--- src/rtl/sub_operand_loader.sv ---
// Operand loader for the subtractor: pairs a serial word stream into (minuend, subtrahend)
// and buffers completed pairs in a small FIFO with valid/ready on both sides.
module sub_operand_loader #(
    parameter int unsigned DATA_W = 16,
    parameter int unsigned DEPTH  = 4
) (
    input  logic                       clk,
    input  logic                       rst,
    input  logic                       flush,
    input  logic [DATA_W-1:0]          in_data,
    input  logic                       in_valid,
    output logic                       in_ready,
    output logic [DATA_W-1:0]          out_a,
    output logic [DATA_W-1:0]          out_b,
    output logic                       out_valid,
    input  logic                       out_ready,
    output logic [$clog2(DEPTH):0]     level,
    output logic                       half_pair
);

    localparam int unsigned IDX_W = $clog2(DEPTH);
    localparam int unsigned PTR_W = IDX_W + 1;

    typedef enum logic {
        S_A = 1'b0,
        S_B = 1'b1
    } state_t;

    state_t             state;
    state_t             next_state;
    logic [DATA_W-1:0]  a_hold;
    logic [PTR_W-1:0]   wr_ptr;
    logic [PTR_W-1:0]   rd_ptr;
    logic [DATA_W-1:0]  mem_a [DEPTH];
    logic [DATA_W-1:0]  mem_b [DEPTH];

    logic               full;
    logic               empty;
    logic               push;
    logic               pop;
    logic               latch_a;
    logic [IDX_W-1:0]   wr_idx;
    logic [IDX_W-1:0]   rd_idx;

    assign wr_idx = wr_ptr[IDX_W-1:0];
    assign rd_idx = rd_ptr[IDX_W-1:0];

    // Wrap bit differs with equal index -> full; identical pointers -> empty.
    assign full  = (wr_ptr[PTR_W-1] != rd_ptr[PTR_W-1]) && (wr_idx == rd_idx);
    assign empty = (wr_ptr == rd_ptr);
    assign level = wr_ptr - rd_ptr;

    assign out_valid = !empty;
    assign out_a     = out_valid ? mem_a[rd_idx] : DATA_W'(0);
    assign out_b     = out_valid ? mem_b[rd_idx] : DATA_W'(0);
    assign half_pair = (state == S_B);
    assign pop       = out_valid && out_ready && !flush;

    // State register.
    always_ff @(posedge clk or negedge rst) begin
        if (!rst) begin
            state <= S_A;
        end else begin
            state <= next_state;
        end
    end

    // Next-state, handshake and push/latch strobes; flush kills both strobes.
    always_comb begin
        next_state = state;
        in_ready   = 1'b1;
        push       = 1'b0;
        latch_a    = 1'b0;
        case (state)
            S_A: begin
                if (in_valid) begin
                    latch_a    = 1'b1;
                    next_state = S_B;
                end
            end
            S_B: begin
                in_ready = !full;
                if (in_valid && !full) begin
                    push       = 1'b1;
                    next_state = S_A;
                end
            end
            default: next_state = S_A;
        endcase
        if (flush) begin
            next_state = S_A;
            push       = 1'b0;
            latch_a    = 1'b0;
        end
    end

    // Minuend hold register.
    always_ff @(posedge clk or negedge rst) begin
        if (!rst) begin
            a_hold <= '0;
        end else if (latch_a) begin
            a_hold <= in_data;
        end
    end

    // FIFO pointers.
    always_ff @(posedge clk or negedge rst) begin
        if (!rst) begin
            wr_ptr <= '0;
            rd_ptr <= '0;
        end else if (flush) begin
            wr_ptr <= '0;
            rd_ptr <= '0;
        end else begin
            if (push) wr_ptr <= wr_ptr + PTR_W'(1);
            if (pop)  rd_ptr <= rd_ptr + PTR_W'(1);
        end
    end

    // Pair storage is deliberately left unreset.
    always_ff @(posedge clk) begin
        if (push) begin
            mem_a[wr_idx] <= a_hold;
            mem_b[wr_idx] <= in_data;
        end
    end

endmodule

--- config.mk ---
export PLATFORM = sky130hd
export DESIGN_NAME = sub_operand_loader
export DESIGN_NICKNAME = d
export VERILOG_FILES = /design/src/rtl/sub_operand_loader.sv
export SDC_FILE = /design/constraint.sdc
export NUM_CORES = 1
export LEC_CHECK = 0
export CORE_UTILIZATION = 25
export DETAILED_ROUTE_END_ITERATION = 10
export PLACE_DENSITY = 0.46
export SYNTH_ARGS = -nofsm -noshare
export SYNTH_HDL_FRONTEND = slang
export SYNTH_SLANG_ARGS = --single-unit
--- constraint.sdc ---
create_clock -name clk -period 2.8 [get_ports clk]
set_input_delay 0.56 -clock clk [delete_from_list [all_inputs] [get_ports clk]]
set_output_delay 0.56 -clock clk [all_outputs]
set_load 0.01 [all_outputs]
# Word-level counts from Yosys, hierarchy flattened
# Memory sizes are Yosys's and may differ from the RTL's.
# Cells that the tools add are included.
totals:
  ff_bits: 23
  word_cells: 40
  inputBits: 21
  mem_bits_rw: 128
  memories: 2
  out_inout_bits: 38
op_classes:
  eq_ne: 3
  bitwise_logic: 1
  mux: 18
  n_addsub: 3
  n_reduce_logical: 9
mem_list:
  columns: ["name", "depth", "word_bits", "rd", "rd_clocked_by_memory_dff", "write_ports", "line", "text"]
  rows:
  - ["mem_a", 4, 16, 1, 0, 1, "34", "logic [DATA_W-1:0] mem_a [DEPTH];"]
  - ["mem_b", 4, 16, 1, 0, 1, "35", "logic [DATA_W-1:0] mem_b [DEPTH];"]
ops:
  columns: ["op", "n"]
  rows:
  - ["$mux 16", 2]
  - ["$mux 3", 4]
  - ["$mux 1", 11]
  - ["$add 3x1->3 const B", 2]
  - ["$logic_and 1x1->1", 4]
  - ["$reduce_bool 2->1", 2]
  - ["$eq 3x3->1", 1]
  - ["$logic_not 1->1", 3]
  - ["$sub 3x3->3", 1]
  - ["$eq 2x2->1", 1]
  - ["$pmux 1 s2", 1]
  - ["$ne 1x1->1", 1]
  - ["$not 1->1", 1]

# Depth between registers and ports, before layout
depth:
  word_depth: 9
  ltp_mapped: 8
  depth_no_buf: 5

# Least setup slack after synthesis
# OpenSTA, ideal clock, no wires.
synth_path:
  path_type: "reg2reg"
  start: "register rd_ptr[1]"
  end: "memory mem_a[0][0] (enable)"
  period_less_slack_ns: 2.771
  path_buffers: 2
  stages_incl_launch_ff: 8
  setup_ns: 0.392
  required_time_ns: 2.408
  t_arrival_ns: 2.379
  slack_ns: 0.029
  path_cell_list: "dfrtp_1 buf_2 buf_2 inv_1 ha_1 and2_1 a21oi_2 and3_1"
synth_between:
  elab_chain_len: 9
synth_lines:
  columns: ["item", "line", "text"]
  rows:
  - ["start, declared", "33", "logic [PTR_W-1:0] rd_ptr;"]
  - ["start signal, assigned", "116", "if (pop) rd_ptr <= rd_ptr + PTR_W'(1);"]
  - ["$eq 2x2->1", "49", "assign full = (wr_ptr[PTR_W-1] != rd_ptr[PTR_W-1]) && (wr_idx == rd_idx);"]
  - ["$logic_and 1x1->1", "49", null]
  - ["$logic_not 1->1", "83", "if (in_valid && !full) begin"]
  - ["$logic_and 1x1->1", "83", null]
  - ["$mux 1", "83", null]
  - ["$mux 1", "74", "case (state)"]
  - ["$mux 1", "90", "if (flush) begin"]
  - ["$mux 1", "122", "if (push) begin"]
  - ["$mux 1 (implied by the code)", "123", "mem_a[wr_idx] <= a_hold;"]
  - ["end, declared", "34", null]
# No other way between the ends.

# Final worst setup path
layout_path:
  start: "register rd_ptr[0]"
  end: "output port out_b[5]"
layout_between:
  elab_chain_len: 2
  elab_cells_between_ends: 3
  cone_classes: "1 x eq/ne; 1 x mux; 1 x memory"
layout_lines:
  columns: ["item", "line", "text"]
  rows:
  - ["$mem_v2 4x16 / $eq 3x3->1 (equally long branches)", null, null]
  - ["$mux 16 *", "55", "assign out_b = out_valid ? mem_b[rd_idx] : DATA_W'(0);"]
  - ["end, declared", "14", "output logic [DATA_W-1:0] out_b,"]
# Every way passes the cells marked *; elsewhere a longest branch is shown, timed or not.

==> metrics list <==
- TritonCTS built the clock tree.
* Initial standard-cell utilization of the core: 25.5%
- In this run switching power makes up 24.3% of total power.
- Top cell type's share of synthesized area: 64.2%
- Hold buffer count at CTS: 0
- Residual DRC count: 0
* Die X-Extent: 157 um
* Area growth, synth to finish: 32.4%
* First-pass GRT wire length: 19300 um
* Maximum number of pins on one net before global-route repair: 35
* Most frequent cells in the layout: edfxtp_1 (128), mux4_2 (32), nor2b_1 (31), buf_4 (31), clkdlybuf4s50_1 (25)
- Flop and latch count out of synthesis: 151
- Number of distinct standard cells referenced by the synthesized netlist: 28
- The path class of the tightest hold or removal check is reg2reg.
- Number of diodes added for antenna fixing: 0
* Worst slew margin: 71.5%
* Total Die Area: 24600 sq um
* Slowest cell on the critical path: mux4_2
* Post-Syn Nets: 327
- The clock drives 151 sinks.
* Number of synthesis warnings: 0
- The flow ran to the end, and the final reports show no timing, DRC or antenna violations.
- Net switching power: about 1400 uW
- Walking the worst path, the cells encountered are buf_12 -> buf_4 -> mux4_2 -> nor2b_1 -> dlygate4sd2_1.
- At the later pin of the worst-skew pair, clock insertion delay measures 0.42 ns.
* Clock network power share: 38.7%
- Element type at the critical path end: output port
- Of the cells placed in the final design, the portion with a size suffix greater than 1 is 34.2%.
* Max-cap violations: 0
* Detailed Route WL: 12600 um
* Routed vias/inst: 4.09
- Yosys attributes the largest share of cell area to edfxtp_1 (64%), mux4_2 (12%), dfrtp_1 (9.6%).
- The critical path in this run is classified as reg2out.
- The first TritonRoute pass finished after 4 iterations.
* Library cell used as clock root buffer: clkbuf_16
- The final hold violation count came to 0.
- Counting along the longest clock path gives a buffer depth of 2.
- Inst Count DP: approximately 680
- The routed design could run at a clock period as short as 2.70 ns.
- Summing the sequential cell areas from Yosys gives approximately 74% of the chip area.
- Placed wire-length estimate: 7590 um
- Commonest non-fill, non-tap cell in the layout: edfxtp_1
- Cell area after synthesis: 5990 sq um
- For the pin with the worst max-slew slack, the measured transition is 0.427 ns.
- Global routing finished with a remaining overflow of 0.
* Setup violations, final: 0
- The first routing iteration left between 150 and 200 violations.
- After technology mapping, the gate count stands at approximately 300.
* Number of core rows: 56
* Wire length per cell after detailed routing: between 15 and 20 um
* Y dimension of the die: roughly 160 um
- Dividing the synthesized area by the synthesized cell count gives 20.1 sq um.
- Vias in the first global route: 3324
* Largest fanout of any net on the critical path: 13
- Total count of max-transition violations in the final report: 0
* FMAX: roughly 370 MHz
- Across the VDD grid, the largest voltage drop is between 0.2 and 0.3 mV.
- Buffers placed on the I/O ports in this run total 58.
* Fraction of registers with async set or reset after synthesis: 15.2%
- EDFF count, synth: 128
- Number of buffers created by CTS: 17
- Leak pwr: 0.00280 uW
- Final Non-Filler Cells: around 740
- Detail Route Antenna Nets: 0
- The congestion estimate from routability-driven global placement came to 0.691.
- WP data required: 2.24 ns
- After clock tree synthesis, the clock-pin slew on the worst setup and hold paths is approximately 0.060 ns.
- Initial antenna violation count: 0
- Fill cell count: 2233
* H-tree Lvls: 4
* Power density relative to cell area: 711 nW/um^2
- The net count of the finished layout is 434.
- Pint: 4270 uW
- Sum of internal, switching and leakage power: 5640 uW
- Data arrives at the worst endpoint at 2.14 ns.
- The share of total power dissipated in sequential elements is 46.5%.
* Maximum single-stage delay on the critical path: 0.51 ns
- Largest clock skew in the final design: around 0.0085 ns
- STA classifies the critical path startpoint as a flop.
- 59 I/O pins were placed.
- Share of the clock period used by the worst path after layout: 96.5%
- Synth area leader: edfxtp_1
- The share of total power dissipated in combinational logic is 14.8%.
- Global-route usage over all layers: 11.1%
* Synth Flop Type: edfxtp_1
* Via count: between 3000 and 4000
- The core region is between 20000 and 25000 sq um.
[registers in the layout, summed over array words and instances (netlist names)]
| name | count |
|---|---|
| a_hold | 16 |
| half_pair | 1 |
| mem_a | 64 |
| mem_b | 64 |
| rd_ptr | 3 |
| wr_ptr | 3 |
[cell families (layout without fill, tap and decap cells)]
logic type                 count (synthesis)  after routing  synth area share [%]
buffers and inverters                     20            140                  1.63
and+or+nand+nor                           57             57                  5.56
adders and majority gates                  8              8                  1.80
xor gates and xnor gates                   3              3                 0.564
muxes                                     52             52                  15.8
DFF                                      151            151                  73.8
AOI/OAI and AO/OA                          7              7                 0.857
[metrics by stage]
stage                     area, sq um  worst slack [ns]   TNS (ns)  hold slack (ns)  utilization (%)
after floorplan                  5990            0.0287          0            0.264                -
after global placement           7090             0.175          0            0.486             30.2
after detailed placement         7090             0.157          0            0.503             30.2
after CTS                        7770           -0.0145    -0.0385            0.517             33.1
after global routing             7930         -0.000262  -0.000262            0.540             33.8
final                            7930            0.0989          0            0.511             33.8
[path summary, 6_finish.rpt]
kind	start	to	slack (ns)	depth (start not counted)
max	rd_ptr[0]$_DFFE_PN0P_	out_b[5]	0.1	5
min	a_hold[3]$_DFFE_PN0P_	mem_a[1][3]$_DFFE_PP_	0.51	0
max reg2reg	wr_ptr[1]$_DFFE_PN0P_	mem_a[2][13]$_DFFE_PP_	0.52	5
min reg2reg	a_hold[3]$_DFFE_PN0P_	mem_a[1][3]$_DFFE_PP_	0.51	0
max in group asynchronous	rst	rd_ptr[1]$_DFFE_PN0P_	1.99	2
min in group asynchronous	rst	rd_ptr[0]$_DFFE_PN0P_	0.53	2
[cell type report]
type | count | area (sq um) | area share (%)
Sequential cell | 151 | 4420 | 55.8
Multi-Input combinational cell | 127 | 1510 | 19.1
Timing Repair Buffer | 101 | 1000 | 12.6
Clock buffer | 17 | 425 | 5.37
Tap cell | 319 | 399 | 5.04
Clock inverter | 15 | 141 | 1.78
Inverter | 7 | 26.3 | 0.331
[worst max-delay path, delay by kind of cell (launching register included)]
family | cells | cell delay (ns)
buffers and inverters | 3 | 0.59
and+or+nand+nor | 1 | 0.15
muxes | 1 | 0.51
DFF | 1 | 0.46
[layer usage]
metal / share of wire, % / global-route usage [%] / routed length [um]
met1: 44 / 13.1 / 5510
met2: 51 / 18.8 / 6440
met3: 3.3 / 3.24 / 419
met4: 1.7 / 4.76 / 218
met5: 0 / 0 / 0
[repair_timing]
action | 4_1_cts | 5_1_grt
resized for setup | 41 | 17
setup buffers | 14 | 11
gates cloned | 0 | 1
pin swaps | 0 | 1
setup endpoints to repair | 35 | 10
[power by group through the flow]
stage	Sequential [uW]	Clock, uW	Combinational (uW)
after floorplan	2650	0	398
after global placement	2660	0	760
after detailed placement	2670	0	765
after CTS	2620	2240	784
after global routing	2630	2330	913
final	2620	2180	836
[cells in the mapped netlist (all sizes together) (2+ instances only)]
| library cell | number |
|---|---|
| o2111ai | 2 |
| nor2 | 7 |
| buf | 10 |
| mux2 | 19 |
| nand2 | 4 |
| dfrtp | 23 |
| mux4 | 32 |
| ha | 7 |
| edfxtp | 128 |
| xnor2 | 2 |
| and3 | 4 |
| a21oi | 3 |
| nand3 | 2 |
| nor3 | 2 |
| clkbuf | 3 |
| inv | 7 |
| nor2b | 34 |
Power figures use the tool's default switching activity.
